`src/rtl/mdu_result_stage_if.sv`:
```
// rtl/mdu_result_stage_if.sv - MDU operand/control and result bundle between pipeline and result stage
interface mdu_result_stage_if #(
    parameter int XLEN = 64
);
    logic              MDUActiveE;
    logic [2:0]        Funct3E;
    logic              W64E;
    logic [2*XLEN-1:0] ProdM;
    logic [XLEN-1:0]   QuotM;
    logic [XLEN-1:0]   RemM;
    logic [2:0]        Funct3M;
    logic              MDUActiveM;
    logic [XLEN-1:0]   MDUResultW;
    logic              MDUValidW;

    modport master (
        output MDUActiveE, Funct3E, W64E, ProdM, QuotM, RemM,
        input  Funct3M, MDUActiveM, MDUResultW, MDUValidW
    );

    modport slave (
        input  MDUActiveE, Funct3E, W64E, ProdM, QuotM, RemM,
        output Funct3M, MDUActiveM, MDUResultW, MDUValidW
    );
endinterface

```
`src/rtl/mdu_result_stage.sv`:
```
// rtl/mdu_result_stage.sv - MDU control pipelining E->M, result select/format in M, result register in W
module mdu_result_stage #(
    parameter int XLEN = 64
) (
    input  logic              clk,
    input  logic              reset,
    input  logic              StallM,
    input  logic              FlushM,
    input  logic              StallW,
    input  logic              FlushW,
    mdu_result_stage_if.slave bus
);
    logic            active_m_q, active_m_d;
    logic [2:0]      funct3_m_q, funct3_m_d;
    logic            w64_m_q, w64_m_d;
    logic            valid_w_q, valid_w_d;
    logic [XLEN-1:0] result_w_q, result_w_d;
    logic [XLEN-1:0] sel_m;
    logic [XLEN-1:0] result_m;

    // Enable/clear next-state; reset is applied separately with top priority.
    always_comb begin
        active_m_d = active_m_q;
        funct3_m_d = funct3_m_q;
        w64_m_d    = w64_m_q;
        if (!StallM) begin
            if (FlushM) begin
                active_m_d = 1'b0;
                funct3_m_d = 3'b000;
                w64_m_d    = 1'b0;
            end else begin
                active_m_d = bus.MDUActiveE;
                funct3_m_d = bus.Funct3E;
                w64_m_d    = bus.W64E;
            end
        end
    end

    always_comb begin
        sel_m = '0;
        case (funct3_m_q)
            3'b000:                 sel_m = bus.ProdM[XLEN-1:0];
            3'b001, 3'b010, 3'b011: sel_m = bus.ProdM[2*XLEN-1:XLEN];
            3'b100, 3'b101:         sel_m = bus.QuotM;
            default:                sel_m = bus.RemM;
        endcase
    end

    // Word ops always sign-extend bit 31, even the unsigned DIVUW/REMUW forms.
    generate
        if (XLEN == 64) begin : g_w64
            always_comb begin
                result_m = sel_m;
                if (w64_m_q) result_m = {{(XLEN-32){sel_m[31]}}, sel_m[31:0]};
            end
        end else begin : g_no_w64
            always_comb result_m = sel_m;
        end
    endgenerate

    always_comb begin
        valid_w_d  = valid_w_q;
        result_w_d = result_w_q;
        if (!StallW) begin
            if (FlushW) begin
                valid_w_d  = 1'b0;
                result_w_d = '0;
            end else begin
                valid_w_d  = active_m_q;
                result_w_d = result_m;
            end
        end
    end

    always_ff @(posedge clk) begin
        if (reset) begin
            active_m_q <= 1'b0;
            funct3_m_q <= 3'b000;
            w64_m_q    <= 1'b0;
            valid_w_q  <= 1'b0;
            result_w_q <= '0;
        end else begin
            active_m_q <= active_m_d;
            funct3_m_q <= funct3_m_d;
            w64_m_q    <= w64_m_d;
            valid_w_q  <= valid_w_d;
            result_w_q <= result_w_d;
        end
    end

    assign bus.Funct3M    = funct3_m_q;
    assign bus.MDUActiveM = active_m_q;
    assign bus.MDUResultW = result_w_q;
    assign bus.MDUValidW  = valid_w_q;
endmodule

```
`src/flat_wrapper.sv`:
```
// flat-port wrapper written by rule: the top's interface ports become plain ports
module mdu_result_stage_flat 
#(
    parameter int XLEN = 64
)
  (clk, reset, StallM, FlushM, StallW, FlushW, bus_MDUActiveE, bus_Funct3E, bus_W64E, bus_ProdM, bus_QuotM, bus_RemM, bus_Funct3M, bus_MDUActiveM, bus_MDUResultW, bus_MDUValidW);
  mdu_result_stage_if #(.XLEN(XLEN)) bus_i ();
  input  logic clk;
  input  logic reset;
  input  logic StallM;
  input  logic FlushM;
  input  logic StallW;
  input  logic FlushW;
  input wire logic [$bits(bus_i.MDUActiveE)-1:0] bus_MDUActiveE;
  input wire logic [$bits(bus_i.Funct3E)-1:0] bus_Funct3E;
  input wire logic [$bits(bus_i.W64E)-1:0] bus_W64E;
  input wire logic [$bits(bus_i.ProdM)-1:0] bus_ProdM;
  input wire logic [$bits(bus_i.QuotM)-1:0] bus_QuotM;
  input wire logic [$bits(bus_i.RemM)-1:0] bus_RemM;
  output wire logic [$bits(bus_i.Funct3M)-1:0] bus_Funct3M;
  output wire logic [$bits(bus_i.MDUActiveM)-1:0] bus_MDUActiveM;
  output wire logic [$bits(bus_i.MDUResultW)-1:0] bus_MDUResultW;
  output wire logic [$bits(bus_i.MDUValidW)-1:0] bus_MDUValidW;
  assign bus_i.MDUActiveE = bus_MDUActiveE;
  assign bus_i.Funct3E = bus_Funct3E;
  assign bus_i.W64E = bus_W64E;
  assign bus_i.ProdM = bus_ProdM;
  assign bus_i.QuotM = bus_QuotM;
  assign bus_i.RemM = bus_RemM;
  assign bus_Funct3M = bus_i.Funct3M;
  assign bus_MDUActiveM = bus_i.MDUActiveM;
  assign bus_MDUResultW = bus_i.MDUResultW;
  assign bus_MDUValidW = bus_i.MDUValidW;
  mdu_result_stage #(.XLEN(XLEN)) u_core (.clk(clk), .reset(reset), .StallM(StallM), .FlushM(FlushM), .StallW(StallW), .FlushW(FlushW), .bus(bus_i));
endmodule
```
`config.mk`:
```
export PLATFORM = sky130hd
export DESIGN_NAME = mdu_result_stage_flat
export DESIGN_NICKNAME = d
export VERILOG_FILES = /design/src/rtl/mdu_result_stage_if.sv /design/src/rtl/mdu_result_stage.sv /design/src/flat_wrapper.sv
export SDC_FILE = /design/constraint.sdc
export NUM_CORES = 1
export LEC_CHECK = 0
export CAP_MARGIN = 10
export CORE_MARGIN = 2
export CORE_UTILIZATION = 25
export DETAILED_ROUTE_END_ITERATION = 7
export SYNTH_ARGS = -nofsm -noshare
export SYNTH_HDL_FRONTEND = slang
export SYNTH_SLANG_ARGS = --single-unit
```
`constraint.sdc`:
```
create_clock -name clk -period 2.6 [get_ports clk]
set_input_delay 0.26 -clock clk [delete_from_list [all_inputs] [get_ports clk]]
set_output_delay 0.26 -clock clk [all_outputs]
set_load 0.02 [all_outputs]
```
==> out/qor.txt <==
GRT Util Overall: 22.0%
R2R Setup Slk: 0.70 ns
Final slew viol count: 0
Power Density: 416 mW/mm2
Most common cell after layout, fill and taps aside: clkdlybuf4s50_1
DR WL/cell: 18.7 um
Slowest CP cell: clkdlybuf4s50_1
Drt pass-1 iters: 4
Gpl congestion: 0.853
Final HPWL DP: 15.4 mm
CTS tree: built
Fmax: 0.458 GHz
Max FO, Critical Path: 30
MaxCap Viol Count: 0
Fraction of layout cells with a size suffix above 1: 6.48%
Boundary Pins: 336
Clock Path Buffers: 2
Die Footprint: 0.0178 mm2
Multi-input logic area: 0.00254 mm2
Post-layout min period: 2.18 ns
First-pass GRT wire length: 30.5 mm
Die Y: 133 um
Initial antenna violation count: 2
#FFs+latches synth: 70
Final std cells w/o fill: 1071
Final Hold Violating Endpoints: 0
Worst Setup SP: u_core.bus.Funct3M[2]$_SDFFE_PP0N_
Sequential area share after synthesis: 33.5%
Syn avg cell area: 7.76 um2
Root Buffer: clkbuf_16
Initial core utilization: 25.4%
Register area: 0.00140 mm2
Final setup TNS: 0 ns
Period utilisation layout: 84.0%
FF-to-FF End: u_core.bus.MDUResultW[49]$_SDFFE_PP0N_
End of the critical path: bus_Funct3M[2]
Fin Clk Skew: 0.00337 ns
GR Overflow Total: 0
CTS Sinks: 70
Post-CTS setup repair buffer count: 0
Total Wirelength: 20.0 mm
Leakage power: 2.71 nW
Reg-to-Reg Start: u_core.bus.Funct3M[1]$_SDFFE_PP0N_
Synth Net Count: 807
Post-cts resize count: 0
Detailed-route via count: 5404
CP peak stage delay: 0.68 ns
Pin count of the biggest net entering global routing: 36
Worst setup EP type: output port
Clk pin slew, worst setup/hold paths: 0.05 ns
Iter 0 DRT Violations: 269
RSZ-0062 raised after global routing: false
Startpoint types: flip-flop
FILL cells: 1577
Core region area: 0.0165 mm2
Die X: 133 um
Num CTS Buffers: 9
Slew @ Worst Pin: 0.990 ns
Count of cell types in the netlist: 32
Port bufs: 335
Vias in the first global route: 5500
Path type of the worst min-delay path: reg -> reg
H-tree levels: 3
Cell count after synthesis: 540
Register-to-Register Path Depth: 5
Total Nets Final: 1112
Top area cells in the synthesized netlist: dfxtp_1 (33%), o22ai_1 (9.1%), a21oi_1 (7.6%), o221ai_1 (6.5%), nand2_1 (5.6%)
Vias per inst: 5.05
Crit-path cells: buf_4, clkdlybuf4s50_1
Post-layout util: 48.5%
Most frequent cells in the layout: clkdlybuf4s50_1 (335), dfxtp_1 (68), a21oi_1 (64), o22ai_1 (61), nand2_1 (61)
Cts hold-fix bufs: 0
Mapped Area: 0.00419 mm2
Hold Path Origin: u_core.bus.MDUResultW[11]$_SDFFE_PP0N_
Peak VDD IR: 0.289 mV
Yosys warns: 0
Dpl cells: 1054
Kind of critical path: reg -> out
Rel. slew slack: 33.9%
Run status: completed
Antenna-violating nets left: 0
Clock latency on the worst-skew pair: 0.34 ns
Share of the synthesized area in the top cell type: 33.5%
Worst EP required: 2.34 ns
DR DRC count: 0
Final setup viols: 0
Site Rows: 47
Area growth syn-to-layout: 90.8%
Worst Path Arrival: 1.92 ns
Synth area leader: dfxtp_1
==> metal layers <==
metal / share of wire (%) / GRT usage, % / wire (um)
met2: 50 / 39.0 / 10000
met5: 0 / 0 / 0
met3: 7.9 / 7.08 / 1590
met4: 3.2 / 8.81 / 648
met1: 39 / 24.4 / 7770
==> cells by family after synthesis <==
family	synth area share [%]
AOI/OAI and AO/OA	41.6
buffers and inverters	6.51
DFF	33.5
muxes	1.02
and+or+nand+nor	17.4
==> synth_stat cells <==
cell type,count
nand2b_1,30
or3b_2,1
a21boi_4,1
nand2_1,62
a22oi_1,4
nor2_1,10
mux2_2,2
o21bai_1,1
o22ai_1,61
buf_6,4
a21oi_1,64
o21a_1,30
or2_2,2
o31ai_1,20
nor3_2,1
buf_1,5
a32oi_1,3
clkbuf_1,40
or3_1,1
o211a_2,1
inv_1,1
nor3_1,1
mux2i_1,2
o31ai_2,10
nor2b_1,32
and2_1,1
or4_1,1
buf_2,11
dfxtp_1,70
o21ai_0,35
o221ai_1,31
nor3b_1,2
==> per-stage QoR <==
stage / hold slack (ns) / power, mW / cell area (um2) / worst slack (ns)
after detailed placement: 0.441 / 2.21 / 7720 / 0.609
after global placement: 0.433 / 2.20 / 7720 / 0.679
after CTS: 0.452 / 3.37 / 7990 / 0.375
final: 0.449 / 3.32 / 7990 / 0.416
after floorplan: 0.397 / 1.58 / 4190 / 0.845
after global routing: 0.473 / 3.49 / 7990 / 0.307
==> power by group <==
group | total, mW | internal [mW] | switching (mW) | leakage (nW)
Clock | 1.14 | 0.692 | 0.444 | 0.133
Combinational | 1.02 | 0.617 | 0.401 | 2.00
Sequential | 1.17 | 1.13 | 0.0403 | 0.572
Total | 3.32 | 2.44 | 0.886 | 2.71
==> critical path, delay by kind of cell (launching register included) <==
kind | cells | cell delay (ns)
buf+inv | 2 | 1.04
flops | 1 | 0.52
==> flip-flops by register name, summed over array words and instances, names as in the netlist <==
register	flops
u_core.bus.Funct3M	3
u_core.bus.MDUActiveM	1
u_core.bus.MDUResultW	64
u_core.bus.MDUValidW	1
u_core.w64_m_q	1
==> worst min-delay path by stage <==
| stage | endpoint | slack, ns | depth (start not counted) |
|---|---|---|---|
| global placement | u_core.bus.MDUResultW[3]$_SDFFE_PP0N_ | 0.43 | 2 |
| CTS | u_core.bus.MDUResultW[40]$_SDFFE_PP0N_ | 0.45 | 2 |
| floorplan | u_core.bus.MDUResultW[31]$_SDFFE_PP0N_ | 0.40 | 2 |
| global route | u_core.bus.MDUResultW[19]$_SDFFE_PP0N_ | 0.47 | 2 |
| detailed placement | u_core.bus.MDUResultW[63]$_SDFFE_PP0N_ | 0.44 | 2 |
| finish | u_core.bus.MDUResultW[11]$_SDFFE_PP0N_ | 0.45 | 2 |
==> area by class of cell <==
cell class | instances | area share [%]
clock inverters | 1 | 0.0626
diodes | 2 | 0.0626
inverters | 1 | 0.0470
multi-input cells | 409 | 31.8
repair buffers | 354 | 43.7
flip-flops and latches | 70 | 17.6
clock buffers | 14 | 3.30
well taps | 220 | 3.44
Note: power is estimated with default switching activity, not from simulation.
